File: src/rtl/rgb_sched_pkg.sv
// Shared types and default sizing for the RGB sequencer scheduler.
// Pure declarations, no timing or flow control.
package rgb_sched_pkg;

    localparam int DEF_NUM_REQ     = 4;
    localparam int DEF_TIMEOUT_MAX = 64;

    typedef enum logic [2:0] {
        IDLE       = 3'd0,
        LAUNCH     = 3'd1,
        WAIT_START = 3'd2,
        RUN        = 3'd3,
        DONE       = 3'd4
    } state_e;

endpackage

File: src/rtl/rgb_rr_arbiter.sv
// Purpose: picks one one-hot winner from req; round-robin from ptr, or fixed lowest-index with RGB_SCHED_FIXED_PRIO_EN.
// Latency: purely combinational, zero cycles.
// Backpressure: none; the caller decides when to sample winner.
module rgb_rr_arbiter
    import rgb_sched_pkg::*;
#(
    parameter int NUM_REQ = DEF_NUM_REQ,
    parameter int PTR_W   = $clog2(DEF_NUM_REQ)
) (
    input  logic [NUM_REQ-1:0] req,
    input  logic [PTR_W-1:0]   ptr,
    output logic [NUM_REQ-1:0] winner
);

`ifdef RGB_SCHED_FIXED_PRIO_EN
    logic unused_ptr;
    assign unused_ptr = ^ptr;

    always_comb begin : fixed_arb
        logic found;
        found  = 1'b0;
        winner = '0;
        for (int i = 0; i < NUM_REQ; i++) begin
            if (!found && req[i]) begin
                winner[i] = 1'b1;
                found     = 1'b1;
            end
        end
    end
`else
    // First pass covers ptr..NUM_REQ-1; the second pass supplies the wrapped winner.
    always_comb begin : rr_arb
        logic found;
        found  = 1'b0;
        winner = '0;
        for (int i = 0; i < NUM_REQ; i++) begin
            if (!found && req[i] && (i >= int'(ptr))) begin
                winner[i] = 1'b1;
                found     = 1'b1;
            end
        end
        for (int i = 0; i < NUM_REQ; i++) begin
            if (!found && req[i]) begin
                winner[i] = 1'b1;
                found     = 1'b1;
            end
        end
    end
`endif

endmodule

File: src/rtl/rgb_seq_sched.sv
// Purpose: shares one RGB sequencer among NUM_REQ requesters (arbitration mode set by RGB_SCHED_FIXED_PRIO_EN).
// Latency: req->grant 1 cycle, last colour low->done 1 cycle, done->next grant >=1 cycle.
// Backpressure: requests wait while busy; a watchdog ends stuck sequences with sticky timeout_err.
module rgb_seq_sched
    import rgb_sched_pkg::*;
#(
    parameter int NUM_REQ     = DEF_NUM_REQ,
    parameter int TIMEOUT_MAX = DEF_TIMEOUT_MAX
) (
    input  logic               clk,
    input  logic               reset_n,
    input  logic [NUM_REQ-1:0] req,
    output logic [NUM_REQ-1:0] grant,
    output logic [NUM_REQ-1:0] done,
    output logic               seq_button,
    input  logic               seq_red,
    input  logic               seq_green,
    input  logic               seq_blue,
    output logic               busy,
    output logic               timeout_err
);

    localparam int PTR_W = $clog2(NUM_REQ);
    localparam int WD_W  = $clog2(TIMEOUT_MAX + 1);
    localparam logic [WD_W-1:0] WD_FIRE = WD_W'(TIMEOUT_MAX - 1);

    state_e               state_q;
    state_e               state_d;
    logic [NUM_REQ-1:0]   grant_d;
    logic [NUM_REQ-1:0]   done_d;
    logic                 button_d;
    logic                 busy_d;
    logic                 err_d;
    logic [WD_W-1:0]      wdog_q;
    logic [WD_W-1:0]      wdog_d;
    logic [NUM_REQ-1:0]   winner;
    logic [PTR_W-1:0]     arb_ptr;
    logic                 any_colour;
    logic                 wd_fire;

    assign any_colour = seq_red | seq_green | seq_blue;
    assign wd_fire    = (wdog_q == WD_FIRE);

`ifdef RGB_SCHED_FIXED_PRIO_EN
    assign arb_ptr = '0;
`else
    logic [PTR_W-1:0] rr_ptr_q;
    logic [PTR_W-1:0] owner_idx;

    assign arb_ptr = rr_ptr_q;

    always_comb begin
        owner_idx = '0;
        for (int i = 0; i < NUM_REQ; i++) begin
            if (grant[i]) owner_idx = PTR_W'(i);
        end
    end

    always_ff @(posedge clk or negedge reset_n) begin
        if (!reset_n) begin
            rr_ptr_q <= '0;
        end else if (state_q == DONE) begin
            rr_ptr_q <= (owner_idx == PTR_W'(NUM_REQ - 1)) ? '0 : owner_idx + PTR_W'(1);
        end
    end
`endif

    rgb_rr_arbiter #(
        .NUM_REQ (NUM_REQ),
        .PTR_W   (PTR_W)
    ) u_arb (
        .req    (req),
        .ptr    (arb_ptr),
        .winner (winner)
    );

    always_comb begin
        state_d = state_q;
        grant_d = grant;
        err_d   = timeout_err;
        case (state_q)
            IDLE: begin
                if (|req) begin
                    state_d = LAUNCH;
                    grant_d = winner;
                end
            end
            LAUNCH: begin
                // Colours are not sampled here: anything still high is left over from before.
                state_d = WAIT_START;
            end
            WAIT_START: begin
                if (wd_fire) begin
                    state_d = DONE;
                    err_d   = 1'b1;
                end else if (any_colour) begin
                    state_d = RUN;
                end
            end
            RUN: begin
                if (wd_fire) begin
                    state_d = DONE;
                    err_d   = 1'b1;
                end else if (!any_colour) begin
                    state_d = DONE;
                end
            end
            DONE: begin
                state_d = IDLE;
                grant_d = '0;
            end
            default: begin
                state_d = IDLE;
                grant_d = '0;
            end
        endcase

        button_d = (state_d == LAUNCH);
        busy_d   = (state_d != IDLE);
        done_d   = (state_d == DONE) ? grant_d : '0;

        wdog_d = wdog_q;
        if (state_d == LAUNCH) begin
            wdog_d = '0;
        end else if (((state_q == WAIT_START) || (state_q == RUN)) && (wdog_q != '1)) begin
            wdog_d = wdog_q + WD_W'(1);
        end
    end

    // Outputs are registered from next-state values so they line up with the state they describe.
    always_ff @(posedge clk or negedge reset_n) begin
        if (!reset_n) begin
            state_q     <= IDLE;
            grant       <= '0;
            done        <= '0;
            seq_button  <= 1'b0;
            busy        <= 1'b0;
            timeout_err <= 1'b0;
            wdog_q      <= '0;
        end else begin
            state_q     <= state_d;
            grant       <= grant_d;
            done        <= done_d;
            seq_button  <= button_d;
            busy        <= busy_d;
            timeout_err <= err_d;
            wdog_q      <= wdog_d;
        end
    end

endmodule

File: config.mk
export PLATFORM = sky130hd
export DESIGN_NAME = rgb_seq_sched
export DESIGN_NICKNAME = d
export VERILOG_FILES = /design/src/rtl/rgb_sched_pkg.sv /design/src/rtl/rgb_rr_arbiter.sv /design/src/rtl/rgb_seq_sched.sv
export SDC_FILE = /design/constraint.sdc
export NUM_CORES = 1
export LEC_CHECK = 0
export BUFFER_PORTS_ARGS = -buffer_cell sky130_fd_sc_hd__buf_4
export CAP_MARGIN = 20
export CORE_ASPECT_RATIO = 0.6
export CORE_UTILIZATION = 30
export DETAILED_ROUTE_END_ITERATION = 10
export GPL_TIMING_DRIVEN = 0
export SLEW_MARGIN = 20
export SYNTH_ARGS = -nofsm -noshare
export SYNTH_HDL_FRONTEND = slang
export SYNTH_HIERARCHICAL = 1
export SYNTH_SLANG_ARGS = --single-unit
File: constraint.sdc
create_clock -name clk -period 1.8 [get_ports clk]
set_input_delay 0.36 -clock clk [delete_from_list [all_inputs] [get_ports clk]]
set_output_delay 0.36 -clock clk [all_outputs]
set_load 0.05 [all_outputs]
## After elaboration in Yosys (flattened, before gate mapping)

Cells that the tools add are included.

| storage, ports and cells | value |
|---|---|
| register bits | 23 |
| output and inout port bits | 11 |
| logic and storage cells | 79 |

| operators by class | value |
|---|---|
| add/sub/neg operators | 2 |
| $lt $le $gt $ge | 3 |
| equality and inequality tests | 9 |
| muxes and demuxes | 29 |
| bitwise gates (word level) | 2 |
| reductions and logical operators | 26 |

Operators by type and width:

| operator | number |
|---|---|
| $mux W1 | 15 |
| $mux W3 | 5 |
| $mux W7 | 2 |
| $pmux W3 S4 | 1 |
| $logic_and A1 B1 Y1 | 11 |
| $mux W4 | 2 |
| $pmux W4 S2 | 1 |
| $add A7 B1 Y7 const B | 1 |
| $eq A7 B6 Y1 const B | 1 |
| $logic_not A1 Y1 | 7 |
| $ne A7 B7 Y1 const B | 1 |
| $eq A3 B1 Y1 const B | 2 |
| $eq A3 B2 Y1 const B | 2 |
| $eq A3 B3 Y1 const B | 2 |
| $mux W2 | 3 |
| $ge A1 B2 Y1 const A | 2 |
| $reduce_or A4 Y1 | 1 |
| $logic_not A3 Y1 | 1 |
| $reduce_bool A3 Y1 | 1 |
| $reduce_or A3 Y1 | 1 |
| $add A2 B1 Y2 const B | 1 |
| $eq A2 B2 Y1 const B | 1 |
| $ge A2 B2 Y1 const A | 1 |
| $or A1 B1 Y1 | 2 |
| other kinds (4) | 4 |

## Longest topological paths before layout

Gate-level depths: netlist of the first run.

| logic depth | value |
|---|---|
| depth after elaboration | 29 |
| gate-level depth with buffers | 5 |
| gate-level depth less buffers | 5 |

## Modules after synthesis

Netlist of the first run, hierarchy kept.

By module, submodules not included:

| module | instances | cells an instance | area each (µm²) | seq. area each (µm²) |
|---|---|---|---|---|
| rgb_seq_sched | 1 | 97 | 1024.7 | 575.6 |
| rgb_rr_arbiter | 1 | 16 | 107.6 | 0.0 |

## Worst setup path before layout of the first run

Ideal clock, no wire load.

| timing path | value |
|---|---|
| path type | register to register |
| from | register wdog_q[0] |
| to | register wdog_q[5] |
| setup time | 83 ps |
| data arrival time | 1583 ps |
| required time | 1717 ps |
| path slack | 134 ps |
| stages on the path, launching flop included | 6 |
| path buffers | 0 |
| clock period less this slack | 1666 ps |
| path through | dfrtp_1 > ha_1 > nand3_1 > or3b_1 > or4b_1 > o21ai_0 |

| on the way | value |
|---|---|
| word-level cells in the longest chain between the ends | 5 |
| elaborated cells between the ends (all ways) | 11 |
| classes of those cells | add/sub (1); eq/ne (3); mux (5); reduce/logical (2) |

RTL lines:

| what | RTL line | source |
|---|---|---|
| from (decl) | rgb_seq_sched.sv:34 | `logic [WD_W-1:0] wdog_q;` |
| from (signal assigned) | rgb_seq_sched.sv:147 | `wdog_q <= wdog_d;` |
| $eq A7 B6 Y1 | rgb_seq_sched.sv:42 | `assign wd_fire = (wdog_q == WD_FIRE);` |
| $mux W3, on equally long branches | rgb_seq_sched.sv:101, rgb_seq_sched.sv:93 |  |
| $pmux W3 S4 | rgb_seq_sched.sv:81 | `case (state_q)` |
| $eq A3 B1 Y1 | rgb_seq_sched.sv:123 | `if (state_d == LAUNCH) begin` |
| $mux W7 / $reduce_bool A2 Y1 (equally long branches) | n/a |  |

Parallel ways exist; a longest one is shown, timed or not. The select of a mux whose other input is x is not followed.
A chain may end at the register's enable or synchronous reset.

## Worst setup path after layout of the first run

Ends and elaborated chain as after synthesis.

==> impl_metrics.json, run 1 <==
{
  "status": "finished clean",
  "startpoint_type": "flop",
  "numCtsBuffers": 3,
  "via_per_inst": 5.16,
  "final-setup-viol-count": 0,
  "hold_path.startpoint": "timeout_err",
  "grt_pass1_vias": 921,
  "overflow": 0,
  "timing.setup.tns_ns": 0,
  "start_util_pct": 33.1,
  "vdd_drop_max_mv": 0.674,
  "synth_commonest_cells": "dfrtp_1 (23), nor2_1 (12), a21oi_1 (8), inv_1 (8), o21ai_0 (7)",
  "coreArea_um2": 3420,
  "powerDensity_nw_per_um2": 1450,
  "area_growth_pct": 25.0,
  "die_h_um": 49.6,
  "clk_latency_ns": 0.26,
  "whs_endpoint": "timeout_err",
  "crit_type": "reg -> reg",
  "place_ws_ns": -0.0971,
  "grt_use_total_pct": 14.5,
  "grt_start_max_net_pins": 24,
  "yosys_most_used_dff": "dfrtp_1",
  "critPathRequiredTime_ns": 1.99,
  "min_period_ns": 1.70,
  "portBuffers": 19,
  "path_max_fanout": 4,
  "timing.fmax_mhz": 589,
  "syn_area_um2": 1130,
  "drive_gt1_share_pct": 28.1,
  "worst_pin_slew_ns": 0.620,
  "hp-class": "reg -> reg",
  "dieArea_um2": 4030,
  "insertedDiodeCount": 0,
  "yosys.area_share.xor_xnor_pct": 0,
  "syn_nets": 123,
  "fillers": 340,
  "rrSetupSlack_ns": 0.10,
  "synth_top_family_by_area": "compound AO/OA/AOI/OAI gates",
  "row_count": 16,
  "min_period_over_period_pct": 94.4,
  "clock_skew_ns": 0.00322,
  "vias": 949,
  "cts.path.max_buffers": 2,
  "fp.dieW_um": 81.3,
  "ys_types": 36,
  "syn_avg_cell_area_um2": 10.0,
  "htreeDepth": 1,
  "place_inst": 177,
  "endpoint_kind": "flop",
  "relSlewSlack_pct": 58.2,
  "p_leak_nw": 0.684,
  "reg2reg_to": "wdog_q[5]",
  "ys_seq_area_share_pct": 50.8,
  "layoutNonFillerInstCount": 184,
  "dr.first_iter.drc_count": 66,
  "cap_violations": 0,
  "cts.clk_slew.worst_paths_ns": 0.08,
  "yosys_warnings": 6,
  "fin_nets": 150,
  "rsz0062_at_grt": "no",
  "synth_edf_count": 0,
  "fin_ws_ns": 0.101,
  "regToRegStartpoint": "wdog_q[0]",
  "grt_pass1_wl_um": 4430,
  "synthMuxAreaShare_pct": 4.42,
  "synthSimpleGateAreaFrac_pct": 18.3,
  "antenna_left": 0,
  "slew_viol_final": 0,
  "first_pass_iters": 4,
  "ios": 20,
  "drt-total-wl_um": 2630,
  "dp_hpwl_um": 1930,
  "ys_ff_latch": 23,
  "r2r_cells": 5,
  "wl_per_cell_um": 14.3,
  "clock_sinks": 23,
  "grt_antenna_before_repair": 0,
  "async_reset_ff_share_pct": 100,
  "yosysTopAreaCellShare_pct": 50.8,
  "gp_congestion": 0.786,
  "whs_path_depth": 1,
  "cts-root-buf": "clkbuf_8",
  "route.detailed.drc": 0,
  "yosysTopAreaCell": "dfrtp_1",
  "yosysMostFrequentCell": "dfrtp_1",
  "final-hold-violation-count": 0,
  "synth_compound_area_share_pct": 20.7,
  "yosys.area_share.adder_pct": 1.10,
  "utilization_pct": 41.3,
  "cts_tree": "built",
  "worstPathArrival_ns": 1.89,
  "synthTopCellsByArea": "dfrtp_1 (51%), mux2i_1 (4.4%), nor2_1 (4.0%)",
  "syn-instance-count": 113
}
==> flip-flops by register name (all words and copies together), names as in the netlist <==
signal and flops:
wdog_q 7, done 4, grant 4, state_q 3
arb_ptr 2, busy 1, seq_button 1, timeout_err 1
==> worst max-delay path by stage <==
stage | endpoint | cells after the start | slack (ns) | startpoint
after floorplan | wdog_q[5] | 5 | 0.13 | wdog_q[0]
after global placement | done[2] | 5 | -0.13 | req[1]
after detailed placement | done[2] | 5 | -0.1 | req[1]
after CTS | wdog_q[5] | 5 | 0.04 | wdog_q[0]
after global routing | done[1] | 5 | 0.04 | req[1]
final | wdog_q[5] | 5 | 0.10 | wdog_q[0]
==> power breakdown <==
| group | leakage (nW) | switching, W | internal, W |
|---|---|---|---|
| combinational | 0.362 | 0.000519 | 0.000346 |
| clock | 0.0255 | 0.000167 | 0.000155 |
| sequential | 0.297 | 0.000188 | 0.000682 |
| total | 0.684 | 0.000874 | 0.00118 |
==> worst max-delay path, stage by stage, from the launching register on <==
cell and delay (ns):
dfrtp_1 0.40, ha_2 0.22, nand3_2 0.08, or3b_4 0.38, or4b_1 0.46, o21ai_0 0.08
==> through the flow <==
step	power, W	hold slack [ns]	cell area [µm²]
floorplan	0.00143	0.0644	1130
global placement	0.00165	0.270	1330
detailed placement	0.00169	0.275	1330
CTS	0.00203	0.474	1390
global route	0.00220	0.511	1420
finish	0.00206	0.467	1420
==> cell usage in the layout, fill, tap and decap left out, drive strengths merged <==
cell type | Yosys | routed
a211oi | 1 | 1
a21o | 2 | 2
a21oi | 8 | 8
a22oi | 1 | 1
a2bb2oi | 1 | 1
a32o | 1 | 1
and2 | 1 | 1
and4 | 1 | 1
buf | 2 | 23
clkbuf | 1 | 4
clkinv | 0 | 1
dfrtp | 23 | 23
dlygate4sd3 | 0 | 1
ha | 1 | 1
inv | 9 | 9
mux2i | 5 | 5
nand2 | 6 | 6
nand3 | 3 | 3
nand4 | 1 | 1
nor2 | 12 | 12
nor2b | 3 | 3
nor3 | 5 | 5
o211a | 1 | 1
o211ai | 1 | 1
o21a | 2 | 2
o21ai | 7 | 7
o221a | 1 | 1
o22ai | 3 | 3
o31ai | 4 | 4
o41ai | 1 | 1
or2 | 1 | 1
or3 | 1 | 1
or3b | 1 | 1
or4b | 3 | 3
==> layer usage <==
metal / part of all wire (%) / up-vias / GRT usage, %
li1: - / 461 / -
met1: 53 / 470 / 22.4
met2: 44 / 18 / 19.9
met3: 3.8 / 0 / 4.63
met4: 0 / 0 / 1.79
met5: 0 / - / 0
==> kinds of logic after synthesis <==
logic type | after synthesis
compound gates | 34
mux | 5
buf+inv | 12
simple gates | 38
flops | 23
fa+ha+maj | 1
==> final cells by class <==
| type | instances | area (µm²) | share of cell area [%] |
|---|---|---|---|
| Sequential cell | 23 | 576 | 40.7 |
| Multi-Input combinational cell | 78 | 517 | 36.5 |
| Timing Repair Buffer | 22 | 168 | 11.8 |
| Tap cell | 45 | 56.3 | 3.98 |
| Clock buffer | 3 | 41.3 | 2.92 |
| Inverter | 9 | 33.8 | 2.39 |
| Buffer | 3 | 18.8 | 1.33 |
| Clock inverter | 1 | 5.00 | 0.354 |
==> repair_timing <==
item	4_1_cts	5_1_grt
hold buffers	1	0
buffers inserted	0	2
resized for setup	1	3
endpoints found under the hold margin	23	0
endpoints found under the setup margin	1	2
No activity file was read; power rests on OpenSTA's default activity.
==> inputs of run 2 (changes only) <==
Settings changed: MAX_ROUTING_LAYER set to met4.
==> run 2 against run 1 <==
Die area unchanged. Maximum frequency hardly changed. Sequential share of layout area unchanged. First-iteration DRC count decreased by 6.1%. Core utilization did not move.
==> impl_metrics.json, run 2 (synthesis gave the netlist of run 1 again) <==
{
  "status": "finished clean",
  "clock_skew_ns": 0.00317,
  "coreArea_um2": 3420,
  "cap_violations": 0,
  "rrSetupSlack_ns": 0.10,
  "hp-class": "reg -> reg",
  "top_register": "wdog_q",
  "grt_pass1_vias": 922,
  "start_util_pct": 33.1,
  "cts-root-buf": "clkbuf_8",
  "cts_tree": "built",
  "insertedDiodeCount": 0,
  "grt_antenna_before_repair": 0,
  "slew_viol_final": 0,
  "intPower_w": 0.00118,
  "endpoint_kind": "flop",
  "whs_ns": 0.467,
  "htreeDepth": 1,
  "fin_nets": 150,
  "dieArea_um2": 4030,
  "die_h_um": 49.6,
  "worstPathArrival_ns": 1.89,
  "grt_use_total_pct": 14.9,
  "final-setup-viol-count": 0,
  "regToRegStartpoint": "wdog_q[0]",
  "min_period_over_period_pct": 94.4,
  "portBuffers": 19,
  "overflow": 0,
  "top_regs": "wdog_q (7), done (4), grant (4)",
  "clk_latency_ns": 0.26,
  "pwr-share-comb_pct": 42.0,
  "first_pass_iters": 4,
  "dp_hpwl_um": 1930,
  "final-hold-violation-count": 0,
  "vias": 950,
  "min_period_ns": 1.70,
  "cts.path.max_buffers": 2,
  "p_leak_nw": 0.684,
  "powerDensity_nw_per_um2": 1450,
  "wl_per_cell_um": 14.3,
  "clock_sinks": 23,
  "swShare_pct": 42.5,
  "power_switching_w": 0.000874,
  "hold_path.startpoint": "timeout_err",
  "largest_reg_flops": 7,
  "vdd_drop_max_mv": 0.674,
  "antenna_left": 0,
  "path_max_fanout": 4,
  "gp_congestion": 0.797,
  "rsz0062_at_grt": "no",
  "grt_pass1_wl_um": 4430,
  "drive_gt1_share_pct": 28.1,
  "dr.first_iter.drc_count": 62,
  "row_count": 16,
  "drt-total-wl_um": 2630,
  "startpoint_type": "flop",
  "power_frac_seq_pct": 42.3,
  "route.detailed.drc": 0,
  "via_per_inst": 5.16,
  "fillers": 340,
  "grt_start_max_net_pins": 24,
  "worst_pin_slew_ns": 0.620,
  "fp.dieW_um": 81.3,
  "p_clk_share_pct": 15.7,
  "cts.clk_slew.worst_paths_ns": 0.08,
  "area_growth_pct": 25.0,
  "relSlewSlack_pct": 58.2,
  "numCtsBuffers": 3,
  "utilization_pct": 41.3,
  "crit_type": "reg -> reg",
  "final_cell_mix": "buf_4 (23), dfrtp_1 (23), nor2_1 (11)",
  "startpoint": "wdog_q[0]",
  "ios": 20,
  "critPathRequiredTime_ns": 1.99,
  "timing.fmax_mhz": 589
}
-- run 2: cell counts in the layout (fill, tap and decap cells not counted) --
No cell type changed its count.
-- run 2: worst paths after layout --
path | cells past startpoint | to
min in group asynchronous | 2 | wdog_q[3]
max in group asynchronous | 2 | busy
max reg2reg | 5 | wdog_q[5]
min | 1 | timeout_err
max | 5 | wdog_q[5]
min reg2reg | 1 | timeout_err
-- run 2: layout make-up --
cell class | count | area, µm² | share of cell area [%]
sequential | 23 | 576 | 40.7
clock inverter | 1 | 5.00 | 0.354
tap | 45 | 56.3 | 3.98
inverter | 9 | 33.8 | 2.39
clock buffer | 3 | 41.3 | 2.92
buffer | 3 | 18.8 | 1.33
multi-input combinational | 78 | 517 | 36.5
timing repair buffer | 22 | 168 | 11.8
-- run 2: through the flow --
step                      instance area [µm²]  setup slack [ns]  total power (W)  TNS, ns  cells
after floorplan                          1130             0.134          0.00143        0    113
after global placement                   1330            -0.126          0.00165   -0.440    177
after detailed placement                 1330           -0.0971          0.00169   -0.354    177
after CTS                                1390            0.0416          0.00203        0    182
after global routing                     1420            0.0370          0.00220        0    184
final                                    1420             0.101          0.00206        0    184
-- run 2: critical path: stages (launching register included) --
cell and delay [ns]:
dfrtp_1 0.40, ha_2 0.22, nand3_2 0.08, or3b_4 0.38
or4b_1 0.46, o21ai_0 0.08
-- run 2: what timing repair did --
action | in CTS | in global routing
endpoints found under the setup margin | 1 | 2
hold endpoints to repair | 23 | 0
resized for setup | 1 | 3
buffers inserted | 0 | 2
hold buffers | 1 | 0
-- run 2: power by group through the flow --
stage | Combinational [W] | Clock, W | Sequential [W]
2_1_floorplan | 0.000396 | 0 | 0.00103
3_3_place_gp | 0.000789 | 0 | 0.000866
3_5_place_dp | 0.000811 | 0 | 0.000880
4_1_cts | 0.000822 | 0.000340 | 0.000871
5_1_grt | 0.000943 | 0.000359 | 0.000895
6_report | 0.000865 | 0.000322 | 0.000870
-- run 2: per-layer routing --
layer	wire, µm	track usage (%)	up-vias
li1	-	-	461
met1	1390	22.5	471
met2	1150	19.9	18
met3	91	4.44	0
met4	0	1.79	0
met5	0	-	-
